File: config.mk
export PLATFORM = sky130hd
export DESIGN_NAME = offset_serializer
export DESIGN_NICKNAME = d
export VERILOG_FILES = /design/src/rtl/offset_serializer.sv
export SDC_FILE = /design/constraint.sdc
export NUM_CORES = 1
export LEC_CHECK = 0
export CORE_MARGIN = 2
export CORE_UTILIZATION = 51
export CTS_CLUSTER_DIAMETER = 30
export DETAILED_ROUTE_END_ITERATION = 6
export PLACE_DENSITY = 0.81
export SYNTH_ARGS = -nofsm -noshare
export SYNTH_HDL_FRONTEND = slang
export SYNTH_SLANG_ARGS = --single-unit
File: constraint.sdc
create_clock -name clk -period 4.1 [get_ports clk]
set_clock_uncertainty 0.1 [all_clocks]
set_input_delay 1.025 -clock clk [delete_from_list [all_inputs] [get_ports clk]]
set_output_delay 1.025 -clock clk [all_outputs]
set_load 0.01 [all_outputs]
File: src/rtl/offset_serializer.sv
// Splits a 32-bit word into four 8-bit lanes over valid/ready handshakes.
// All storage and ports use offset (LSB=1) ranges for frontend slicing coverage.
module offset_serializer #(
    parameter bit MSB_FIRST = 1'b0,
    parameter int CNT_W     = 16
) (
    input  logic             clk,
    input  logic             reset_n,
    input  logic [32:1]      in_data,
    input  logic             in_valid,
    output logic             in_ready,
    output logic [8:1]       out_data,
    output logic             out_valid,
    input  logic             out_ready,
    output logic             out_last,
    output logic [2:1]       out_idx,
    output logic [CNT_W:1]   word_cnt
);

    typedef enum logic {
        IDLE = 1'b0,
        SEND = 1'b1
    } state_t;

    state_t           state_r;
    state_t           state_s;
    logic [32:1]      word_r;
    logic [32:1]      word_s;
    logic [2:1]       beat_r;
    logic [2:1]       beat_s;
    logic [CNT_W:1]   cnt_r;
    logic [CNT_W:1]   cnt_s;
    logic [2:1]       lane_s;

    // Pick byte lane k of the shadow word using offset part-selects.
    function automatic logic [8:1] lane_sel(input logic [32:1] w, input logic [2:1] k);
        logic [8:1] r;
        case (k)
            2'd0:    r = w[8:1];
            2'd1:    r = w[16:9];
            2'd2:    r = w[24:17];
            2'd3:    r = w[32:25];
            default: r = 8'h00;
        endcase
        return r;
    endfunction

    // State, shadow word, beat counter and completed-word counter.
    always_ff @(posedge clk or negedge reset_n) begin
        if (!reset_n) begin
            state_r <= IDLE;
            word_r  <= 32'h0000_0000;
            beat_r  <= 2'd0;
            cnt_r   <= '0;
        end else begin
            state_r <= state_s;
            word_r  <= word_s;
            beat_r  <= beat_s;
            cnt_r   <= cnt_s;
        end
    end

    // Next-state logic: accept only from IDLE, advance beats on handshakes.
    always_comb begin
        state_s = state_r;
        word_s  = word_r;
        beat_s  = beat_r;
        cnt_s   = cnt_r;
        case (state_r)
            IDLE: begin
                if (in_valid) begin
                    word_s  = in_data;
                    beat_s  = 2'd0;
                    state_s = SEND;
                end else begin
                    state_s = IDLE;
                end
            end
            SEND: begin
                if (out_ready) begin
                    if (beat_r == 2'd3) begin
                        state_s = IDLE;
                        beat_s  = 2'd0;
                        cnt_s   = cnt_r + {{(CNT_W-1){1'b0}}, 1'b1};
                    end else begin
                        beat_s  = beat_r + 2'd1;
                    end
                end else begin
                    beat_s = beat_r;
                end
            end
            default: begin
                state_s = IDLE;
                beat_s  = 2'd0;
            end
        endcase
    end

    // Output decode straight from registered state so outputs stay glitch-free across holds.
    always_comb begin
        lane_s    = MSB_FIRST ? (2'd3 - beat_r) : beat_r;
        in_ready  = 1'b0;
        out_valid = 1'b0;
        out_last  = 1'b0;
        out_idx   = 2'd0;
        out_data  = 8'h00;
        if (state_r == SEND) begin
            out_valid = 1'b1;
            out_idx   = beat_r;
            out_last  = (beat_r == 2'd3);
            out_data  = lane_sel(word_r, lane_s);
        end else begin
            in_ready  = 1'b1;
        end
    end

    assign word_cnt = cnt_r;

endmodule

# After elaboration in Yosys (flattened, before gate mapping)
# Index checks and enable logic that the tools add are counted.
dict set report totals {
  out_inout_bits 29
  regBits 51
  input_bits 36
}
dict set report classes {
  n_addsub 2
  n_bitwise 1
  mux 14
  n_reduce_logical 4
  eq_ne 5
}
# cell n
set op_table {}
lappend op_table {{$pmux 8 s4} 1}
lappend op_table {{$add 16x1->16 const B} 1}
lappend op_table {{$mux 2} 4}
lappend op_table {{$mux 8} 1}
lappend op_table {{$mux 1} 6}
lappend op_table {{$eq 2x2->1 const B} 2}
lappend op_table {{$ne 2x2->1 const B} 2}
lappend op_table {{$pmux 2 s2} 1}
lappend op_table {{$reduce_and 2->1} 2}
lappend op_table {{$reduce_and 3->1} 1}
lappend op_table {{$add 2x1->2 const B} 1}
lappend op_table {{$eq 2x1->1 const B} 1}
lappend op_table {{$logic_not 2->1} 1}
lappend op_table {{$pmux 1 s2} 1}
lappend op_table {{$not 1->1} 1}

# Depth between registers and ports, before layout
# Gate-level depths: netlist of the first run.
dict set report logic_depth {
  ltp_word 4
  mapped_depth 7
}

# Worst setup path after synthesis of the first run
# Ideal clock, no wire load.
dict set report synth_path {
  path_type {reg-to-output}
  startpoint {register beat_r[1] (netlist bit)}
  endpoint {output out_data[7] (netlist bit)}
  stages_incl_launch_ff 7
  slack_ns 1.569
  arrival_ns 1.406
  t_required_ns 2.975
  path_buffers 2
  cell_sequence {dfrtp_1 > inv_1 > ha_1 > clkbuf_1 > clkbuf_1 > a21oi_1 > nor2_1}
}
dict set report synth_via {
  elab_chain_cells 3
  word_cells_on_any_way 6
}
# element line
set synth_rtl {}
lappend synth_rtl {{start, declared} 29} ;# logic [2:1] beat_r;
lappend synth_rtl {{start signal, assigned} 58} ;# beat_r <= beat_s;
lappend synth_rtl {{$eq 2x2->1 (tied with other cells)} 38} ;# case (k)
lappend synth_rtl {{$pmux 8 s4 (*)} 38}
lappend synth_rtl {{$mux 8 (*)} 107} ;# if (state_r == SEND) begin
lappend synth_rtl {{end, declared} 12} ;# output logic [8:1] out_data,
# Mark *: on every way between the ends. The rest lies on a longest branch, timed or not.

# Final worst setup path of the first run
dict set report layout_path {
  startpoint {register beat_r[1] (netlist bit)}
  endpoint {output out_data[4] (netlist bit)}
}
# Same word-level chain as after synthesis.

==> out/metrics.cfg, run 1 <==
[outcome]
outcome=complete, no violations

[sta]
fmax_mhz=287
hold_viol_final=0
hold-worst-slack_ps=365
slew_viol_final=0
period_needed_ps=3490
rsz0062_at_grt=false
relSlewSlack_pct=26.4
fin_setup_tns_ps=0
min_period_over_period_pct=85.1
setup_viol=0
tightest_slew_ps=1100

[worst_setup_path]
crit_chain=ha_1 > a222oi_1 > nor2_1 > a21oi_1 > nor2_1 > clkdlybuf4s50_1
crit_top_cell=nor2_1
path_class=reg2out
endpoint_kind=primary output
cp.required_ps=2970
critPathTopFamily=compound AO/OA/AOI/OAI gates
crit_arrival_ps=2360
worst_path_max_delay_cell=a222oi_1
cpPeakStageDelay_ps=520
start_kind=register
path_buf_inv=1
crit_fanout=12

[grt]
first_global_vias=1621
antenna_found_initial=0
grt_max_degree=52
track_usage_pct=20.5
grt_use_met1_pct=28.8
grt_pass1_wl_mm=8.10
overflow=0
grt-busiest-layer=met2
met2_usage_pct=32.7
gr-usage-met3_pct=4.08

[drt]
wirelength_mm=4.86
drt_iter0_drc=121
ant_nets=0
wl_per_cell_um=16.0
detail_route.first_pass.iterations=6
vias=1639
drc=0
vias_per_cell=5.41

[finish]
drive_gt1_share_pct=17.9
nFillCells=346
final_cell_area_um2=3070
multiInputGateArea_um2=982
stdcell_count=303
areaGrowthSynthToFinish_pct=31.5
layout.nets=291
diodes=0
seq_area_um2=1280

[placement]
dpl-instance-area_um2=2990
dp_hpwl_mm=3.54
dp_cells=295
portBuffers=64
gp_congestion=0.756

[floorplanning]
core_area_um2=4380
rows=24
start_util_pct=53.3
die_h_um=71.7
ios=65
die_w_um=71.7
dieArea_um2=5140

[power]
power.density_nw_per_um2=625
internal-power_uw=1280
p_seq_share_pct=43.3
clkPwrFrac_pct=14.2
netSwitchingFraction_pct=33.4
p_sw_uw=642
peakVddDrop_mv=0.363
p_leak_uw=0.00132
p_comb_share_pct=42.4

[logic_synthesis]
synthAdderAreaFrac_pct=2.68
synth.top_cells.by_area=dfrtp_1 55%, mux2_2 15%, nor2_1 3.7%, a222oi_1 3.4%, xor2_1 3.0%
yosys-top-cells-count=51 x dfrtp_1, 32 x mux2_2, 23 x nor2_1
netlist_instances=189
synth_top_cell_by_area=dfrtp_1
seq_area_frac_synth_pct=54.7
synth_top_area_share_pct=54.7
synth_top_family_by_area=multiplexers
synth_ff_type=dfrtp_1
synth_cell_type_count=29
async_flop_share_pct=100
synth-simple-area-share_pct=11.3
synth_seq_cells=51
syn_area_um2=2330
synth_xor_area_share_pct=5.63
synth-compound-area-share_pct=6.43
syn_nets=230
syn_area_per_cell_um2=12.4
synth_edf_count=0
synth_warnings=0
synth_most_common_cell=dfrtp_1
synthMuxAreaShare_pct=15.9

[clock_network]
cts_setup_buffers=0
clock-sinks=51
cts_max_level=2
post_cts_resized=0
cts_buffers=5
cts_tree=yes
cts_root_buf=clkbuf_8
cts.reportedPaths.clkPinSlew_ps=90
clockBufferDepth=2
clk_latency_ps=300
ctsHoldBuffers=0

[job]
max_cap_violations=0

[hold_path]
min_path_type=reg2reg

[final timing paths]
check                                           endpoint                      from  slack (ps)  depth (start not counted)
min in group asynchronous         word_r[10]$_DFFE_PN0P_                   reset_n         830                          1
max in group asynchronous       word_cnt[12]$_DFFE_PN0P_                   reset_n        2400                          1
worst max register to register  word_cnt[16]$_DFFE_PN0P_     beat_r[2]$_DFFE_PN0P_        2150                          5
worst max-delay path                         out_data[4]     beat_r[1]$_DFFE_PN0P_         610                          6
worst min-delay path            word_cnt[16]$_DFFE_PN0P_  word_cnt[16]$_DFFE_PN0P_         360                          1
worst min register to register  word_cnt[16]$_DFFE_PN0P_  word_cnt[16]$_DFFE_PN0P_         360                          1
[power groups by stage]
stage | Combinational, uW | Clock [uW] | Sequential [uW]
3_3_place_gp | 793 | 0 | 832
5_1_grt | 894 | 299 | 860
3_5_place_dp | 821 | 0 | 842
4_1_cts | 824 | 284 | 832
6_report | 814 | 273 | 832
2_1_floorplan | 492 | 0 | 802
[final cells by class]
type	count	area share, %
clock buffers	7	2.49
repair buffers	65	20.9
well taps	52	2.12
multi-input cells	121	32.0
flip-flops and latches	51	41.6
clock inverters	1	0.163
inverters	6	0.733
[metrics by stage]
step	power [uW]	utilization, %	setup WS [ps]
final	1920	70.0	610
after detailed placement	1660	68.2	953
after global placement	1630	68.2	1050
after CTS	1940	70.0	613
after floorplan	1290	-	1570
after global routing	2050	70.0	498
[flip-flops by register name (all words and copies together) (netlist names)]
register and flops:
word_r 32, word_cnt 16, beat_r 2, state_r 1
[logic make-up (layout without fill, tap and decap cells)]
kind of cell | count (synthesis) | after routing
adders and majority gates | 5 | 5
DFF | 51 | 51
muxes | 33 | 33
and+or+nand+nor | 48 | 48
buffers and inverters | 17 | 79
AOI/OAI and AO/OA | 20 | 20
xor gates and xnor gates | 15 | 15
[metal layers]
layer  vias up  routed length, um
met5         -                  0
met1       803               2160
li1        784                  -
met2        45               2410
met4         0                 58
met3         7                227
[placed cells by master (no fill, tap or decap), types with 2 or more instances in the layout]
cell type,instances
nor2_1,23
clkdlybuf4s50_1,63
mux2_2,32
a21oi_1,8
inv_1,6
ha_1,5
dfrtp_1,51
nand3_1,2
clkbuf_8,5
nor3_1,3
xor2_1,8
a222oi_1,8
nand2_1,6
and2_1,2
clkbuf_1,2
and4_1,2
xnor2_1,7
nand4_1,3
No activity file was read; power rests on OpenSTA's default activity.
==> run 2: changes to the inputs <==
SETUP_SLACK_MARGIN = 0.4   (was not set)
==> results of run 2 <==
The final DEF is identical to that of run 1; final timing and power are the same.
==> run 3: changes to the inputs <==
HOLD_SLACK_MARGIN = 0.03   (was not set)
==> results of run 3 <==
The final DEF is identical to that of run 1; final timing and power are the same.
